[src/rtl/hidden_layer_seq.sv]
// Time-multiplexed MLP hidden layer: LANES MAC lanes sweep HIDDEN_SIZE neurons in groups,
// then apply optional saturation and ReLU; the result vector is offered on a valid/ready handshake.
module hidden_layer_seq #(
    parameter int DATA_W      = 8,
    parameter int ACC_W       = 24,
    parameter int IN_DIM      = 16,
    parameter int HIDDEN_SIZE = 8,
    parameter int LANES       = 4,
    parameter bit RELU_EN     = 1'b1,
    parameter bit SAT_EN      = 1'b1
) (
    input  logic                                clk,
    input  logic                                rst,
    input  logic                                start,
    input  logic [DATA_W*IN_DIM-1:0]            bus_in,
    input  logic [DATA_W*HIDDEN_SIZE*IN_DIM-1:0] weight_flat,
    input  logic [ACC_W*HIDDEN_SIZE-1:0]        bias_flat,
    output logic                                busy,
    output logic                                out_valid,
    input  logic                                out_ready,
    output logic [ACC_W*HIDDEN_SIZE-1:0]        hidden_out_flat
);

    localparam int GROUPS = HIDDEN_SIZE / LANES;
    localparam int GW     = (GROUPS > 1) ? $clog2(GROUPS) : 1;
    localparam int KW     = (IN_DIM > 1) ? $clog2(IN_DIM) : 1;
    localparam int PW     = 2 * DATA_W;
    localparam int AW     = ACC_W + 2 * DATA_W + $clog2(IN_DIM) + 1;

    localparam logic signed [AW-1:0] SAT_MAX = {{(AW-ACC_W+1){1'b0}}, {(ACC_W-1){1'b1}}};
    localparam logic signed [AW-1:0] SAT_MIN = {{(AW-ACC_W+1){1'b1}}, {(ACC_W-1){1'b0}}};

    if (HIDDEN_SIZE % LANES != 0) begin : g_lanes_check
        $error("HIDDEN_SIZE must be a multiple of LANES");
    end

    typedef enum logic [1:0] {IDLE, MAC, ACT, DONE} state_t;

    state_t state, state_next;

    logic signed [DATA_W-1:0] w_arr    [GROUPS][LANES][IN_DIM];
    logic signed [ACC_W-1:0]  bias_arr [GROUPS][LANES];
    logic        [ACC_W-1:0]  out_reg  [GROUPS][LANES];
    logic signed [DATA_W-1:0] in_reg   [IN_DIM];
    logic signed [AW-1:0]     acc      [LANES];
    logic signed [PW-1:0]     prod     [LANES];
    logic [GW-1:0]            g;
    logic [KW-1:0]            k;
    logic                     start_d;
    logic                     start_pulse;
    logic                     k_last;
    logic                     g_last;

    // Regroup flat buses by [group][lane] so neuron n lives at [n/LANES][n%LANES].
    for (genvar n = 0; n < HIDDEN_SIZE; n++) begin : g_unpack
        assign bias_arr[n/LANES][n%LANES] = bias_flat[n*ACC_W +: ACC_W];
        assign hidden_out_flat[n*ACC_W +: ACC_W] = out_reg[n/LANES][n%LANES];
        for (genvar j = 0; j < IN_DIM; j++) begin : g_w
            assign w_arr[n/LANES][n%LANES][j] = weight_flat[(n*IN_DIM+j)*DATA_W +: DATA_W];
        end
    end

    assign start_pulse = start & ~start_d;
    assign k_last      = (k == KW'(IN_DIM - 1));
    assign g_last      = (g == GW'(GROUPS - 1));

    always_comb begin
        for (int unsigned l = 0; l < LANES; l++) begin
            prod[l] = PW'(w_arr[g][l][k]) * PW'(in_reg[k]);
        end
    end

    function automatic logic [ACC_W-1:0] activate(input logic signed [AW-1:0] a);
        logic [ACC_W-1:0] r;
        if (SAT_EN && (a > SAT_MAX)) begin
            r = SAT_MAX[ACC_W-1:0];
        end else if (SAT_EN && (a < SAT_MIN)) begin
            r = SAT_MIN[ACC_W-1:0];
        end else begin
            r = a[ACC_W-1:0];
        end
        if (RELU_EN && r[ACC_W-1]) begin
            r = '0;
        end
        return r;
    endfunction

    always_ff @(posedge clk) begin
        if (rst) begin
            state <= IDLE;
        end else begin
            state <= state_next;
        end
    end

    always_comb begin
        state_next = state;
        busy       = 1'b0;
        out_valid  = 1'b0;
        case (state)
            IDLE: if (start_pulse) state_next = MAC;
            MAC: begin
                busy = 1'b1;
                if (k_last) state_next = ACT;
            end
            ACT: begin
                busy       = 1'b1;
                state_next = g_last ? DONE : MAC;
            end
            DONE: begin
                out_valid = 1'b1;
                if (out_ready) state_next = IDLE;
            end
            default: state_next = IDLE;
        endcase
    end

    always_ff @(posedge clk) begin
        if (rst) begin
            start_d <= 1'b0;
            g       <= '0;
            k       <= '0;
            for (int unsigned l = 0; l < LANES; l++) acc[l] <= '0;
            for (int unsigned i = 0; i < IN_DIM; i++) in_reg[i] <= '0;
            for (int unsigned gi = 0; gi < GROUPS; gi++) begin
                for (int unsigned l = 0; l < LANES; l++) out_reg[gi][l] <= '0;
            end
        end else begin
            start_d <= start;
            case (state)
                IDLE: begin
                    if (start_pulse) begin
                        for (int unsigned i = 0; i < IN_DIM; i++) begin
                            in_reg[i] <= bus_in[i*DATA_W +: DATA_W];
                        end
                        g <= '0;
                        k <= '0;
                        for (int unsigned l = 0; l < LANES; l++) acc[l] <= AW'(bias_arr[0][l]);
                    end
                end
                MAC: begin
                    for (int unsigned l = 0; l < LANES; l++) acc[l] <= acc[l] + AW'(prod[l]);
                    k <= k_last ? '0 : k + 1'b1;
                end
                ACT: begin
                    for (int unsigned l = 0; l < LANES; l++) out_reg[g][l] <= activate(acc[l]);
                    // Bias of the next group is preloaded here so MAC restarts without a bubble.
                    if (!g_last) begin
                        g <= g + 1'b1;
                        k <= '0;
                        for (int unsigned l = 0; l < LANES; l++) begin
                            acc[l] <= AW'(bias_arr[g + 1'b1][l]);
                        end
                    end
                end
                default: ;
            endcase
        end
    end

endmodule

[config.mk]
export PLATFORM = sky130hd
export DESIGN_NAME = hidden_layer_seq
export DESIGN_NICKNAME = d
export VERILOG_FILES = /design/src/rtl/hidden_layer_seq.sv
export SDC_FILE = /design/constraint.sdc
export NUM_CORES = 2
export LEC_CHECK = 0
export ABC_AREA = 0
export CAP_MARGIN = 20
export CORE_AREA = 3 3 598 600
export DETAILED_ROUTE_END_ITERATION = 7
export DIE_AREA = 0 0 601 603
export PLACE_DENSITY = 0.4
export SLEW_MARGIN = 0
export SYNTH_ARGS = -nofsm -noshare
export SYNTH_HDL_FRONTEND = slang
export SYNTH_SLANG_ARGS = --single-unit
[constraint.sdc]
create_clock -name clk -period 15.31 [get_ports clk]
set_input_delay 3.062 -clock clk [delete_from_list [all_inputs] [get_ports clk]]
set_output_delay 3.062 -clock clk [all_outputs]
set_load 0.01 [all_outputs]
==> results.toml <==
[floorplanning]
die_h_um = 603
core.rowCount = 218
start_util_pct = 16.6
die_x_um = 601
num_io_pins = 1542
die_area_mm2 = 0.362
core_area_mm2 = 0.353

[detailed_routing]
wl_per_cell_um = 39.1
vias_per_cell = 4.41
first_pass_iters = 5
vias = 50600
route.detailed.drc = 0
wirelength_um = 449000
drt-initial-drc-count = 4219
ant_nets = 0

[place]
gp_congestion = 1.03
dp_slack_ns = 2.73
dp.final_hpwl_um = 395000
io_buffers = 1533

[sta]
tns_ns = 0
fin_ws_ns = 3.39
setup_viol = 0
rsz0062_at_grt = "no"
drv_slew = 0
finalHoldViolCount = 0
finalCriticalPeriod_ns = 11.92
worst_clock_skew_ns = 0.0423
worst_slew_pin_slew_ns = 1.16
post-route-period-util_pct = 77.8
max_clock_freq_ghz = 0.0839
slew-limit-headroom_pct = 21.0

[hold_path]
hold_start = "state[0]"
hold_depth = 2
hold_path_class = "reg -> reg"
min_to = "state[0]"

[critical_path]
max_stage_delay_ns = 1.00
crit_chain = "clkdlybuf4s50_1 -> mux4_2 -> mux4_2 -> mux2i_1 -> nor2_1 -> inv_1 -> fa_1 -> fa_1 -> inv_1 -> buf_8 -> fa_1 -> fa_1 -> ha_1 -> ha_1 -> and3_1 -> a22oi_1 -> a21oi_1 -> a31o_2 -> a21oi_1 -> o31ai_1 -> a311oi_1 -> o22ai_1 -> xnor2_1 -> o21ai_0"
rr_endpoint = "acc[0][174]"
worstPathRequired_ns = 15.70
reg2regPathDepth = 24
cp-start-kind = "input port"
slowest_stage = "fa_1"
path_common_cell = "fa_1"
crit_fanout = 13
cp.arrival_ns = 12.30
crit_type = "in -> reg"
rrSetupSlack_ns = 4.82
endpoint_kind = "flop"
reg2reg_from = "g"

[final_layout]
syn_to_final_growth_pct = 42.3
n_fill_cell = 37700
drive_gt1_share_pct = 10.9
largest_register_ffs = 184
fin_nets = 8848

[clocking]
numCtsBuffers = 71
cts_tree = "done"
insertion_delay_ns = 0.70
cts_resized = 0
clk_pin_slew_ns = 0.06
clockRootBuffer = "clkbuf_16"
cts_setup_buffers = 0
htree_levels = 3
clockBufferDepth = 3
clock-sinks = 504
hold_buffers = 0

[logic_synthesis]
synth_area_leader_cell = "fa_1"
avgSynthCellArea_um2 = 11.9
synth_warnings = 0
synth_commonest_cells = "fa_1 (752), edfxtp_1 (492), inv_1 (441), ha_1 (389), a21oi_1 (381)"
synth.yosys.seq_area_share_pct = 25.7
syn_area_mm2 = 0.0585
yosysMostFrequentCell = "fa_1"
synth_area_leaders = "fa_1 (26%), edfxtp_1 (25%), mux4_2 (14%)"
synthFlopType = "edfxtp_1"
synth-seq-cells = 504
synth_edf_count = 492
synth_top_area_share_pct = 25.7
async_reset_ff_share_pct = 0
synthCells = 4911
ys_types = 81

[status]
status = "completed"

[global_routing]
grt_pass1_wl_um = 568000
grt_pass1_vias = 51800
grt_max_degree = 115
antenna_found_initial = 418
grt-ovfl-total = 0
grt_use_total_pct = 24.2

[job]
cap_violations = 0
[metrics by stage]
stage	hold WS (ns)	utilization (%)	instances	instance area, um2
floorplan	0.522	-	4918	58500
global placement	0.538	22.6	11000	79900
detailed placement	0.552	22.7	11000	79900
CTS	0.566	23.4	11100	82400
global route	0.575	23.5	11400	83000
finish	0.572	23.6	11500	83200
[how the worst max path moves through the flow]
stage | start | to | slack (ns) | depth (start not counted)
finish | weight_flat[1007] | acc[0][174] | 3.39 | 24
global route | weight_flat[1007] | acc[0][176] | 3.16 | 24
CTS | weight_flat[1007] | acc[0][176] | 3.46 | 23
detailed placement | weight_flat[1007] | acc[0][176] | 2.73 | 23
global placement | weight_flat[1007] | acc[0][174] | 2.71 | 23
floorplan | weight_flat[599] | acc[0][41] | 3.41 | 20
[cell families (layout without fill, tap and decap cells)]
| logic type | Yosys count | after routing | synth area share, % |
|---|---|---|---|
| multiplexers | 403 | 403 | 14.5 |
| AO/OA/AOI/OAI | 894 | 894 | 9.57 |
| AND/OR/NAND/NOR | 1088 | 1088 | 8.93 |
| XOR/XNOR | 167 | 167 | 2.50 |
| buffers and inverters | 713 | 2207 | 4.73 |
| adder cells (fa/ha/maj) | 1141 | 1141 | 34.1 |
| flip-flops | 504 | 504 | 25.7 |
| other | 1 | 343 | 0.00641 |
[metal layers]
| layer | vias to the layer above | wire (um) | global-route usage [%] |
|---|---|---|---|
| met1 | 26500 | 171000 | 27.8 |
| li1 | 20900 | - | - |
| met2 | 2405 | 219000 | 40.4 |
| met3 | 739 | 38100 | 8.16 |
| met5 | - | 898 | 0 |
| met4 | 136 | 20300 | 11.2 |
[area by class of cell]
| class | count | area, um2 | area share [%] |
|---|---|---|---|
| Antenna cell | 335 | 838 | 1.01 |
| Multi-Input combinational cell | 3701 | 41100 | 49.4 |
| Timing Repair Buffer | 1639 | 16200 | 19.5 |
| Inverter | 442 | 1660 | 1.99 |
| Sequential cell | 504 | 15000 | 18.1 |
| Clock inverter | 47 | 642 | 0.771 |
| Clock buffer | 79 | 1810 | 2.17 |
| Tap cell | 4730 | 5920 | 7.11 |
[critical path: cells and delay by family]
family                     cells  cell delay, ns
muxes                          3            1.85
AOI/OAI and AO/OA              8            2.06
buffers and inverters          4            1.60
adders and majority gates      6            3.16
and+or+nand+nor                2            0.38
xor gates and xnor gates       1            0.16
[cell usage in the layout, fill, tap and decap left out, types with 88 or more instances in the layout]
cell type and count:
a21oi_1 378, nor2_1 326, edfxtp_1 492, nand2_1 271
diode_2 335, clkdlybuf4s50_1 1532, mux4_2 354, xnor2_1 125
inv_1 438, fa_1 752, buf_4 100, ha_1 389
o21ai_0 123, a21o_1 94, and2_1 88, nor2b_1 112
Power is not shown: default switching activity piles up to over one toggle a cycle in this logic, so the estimate is an artifact.
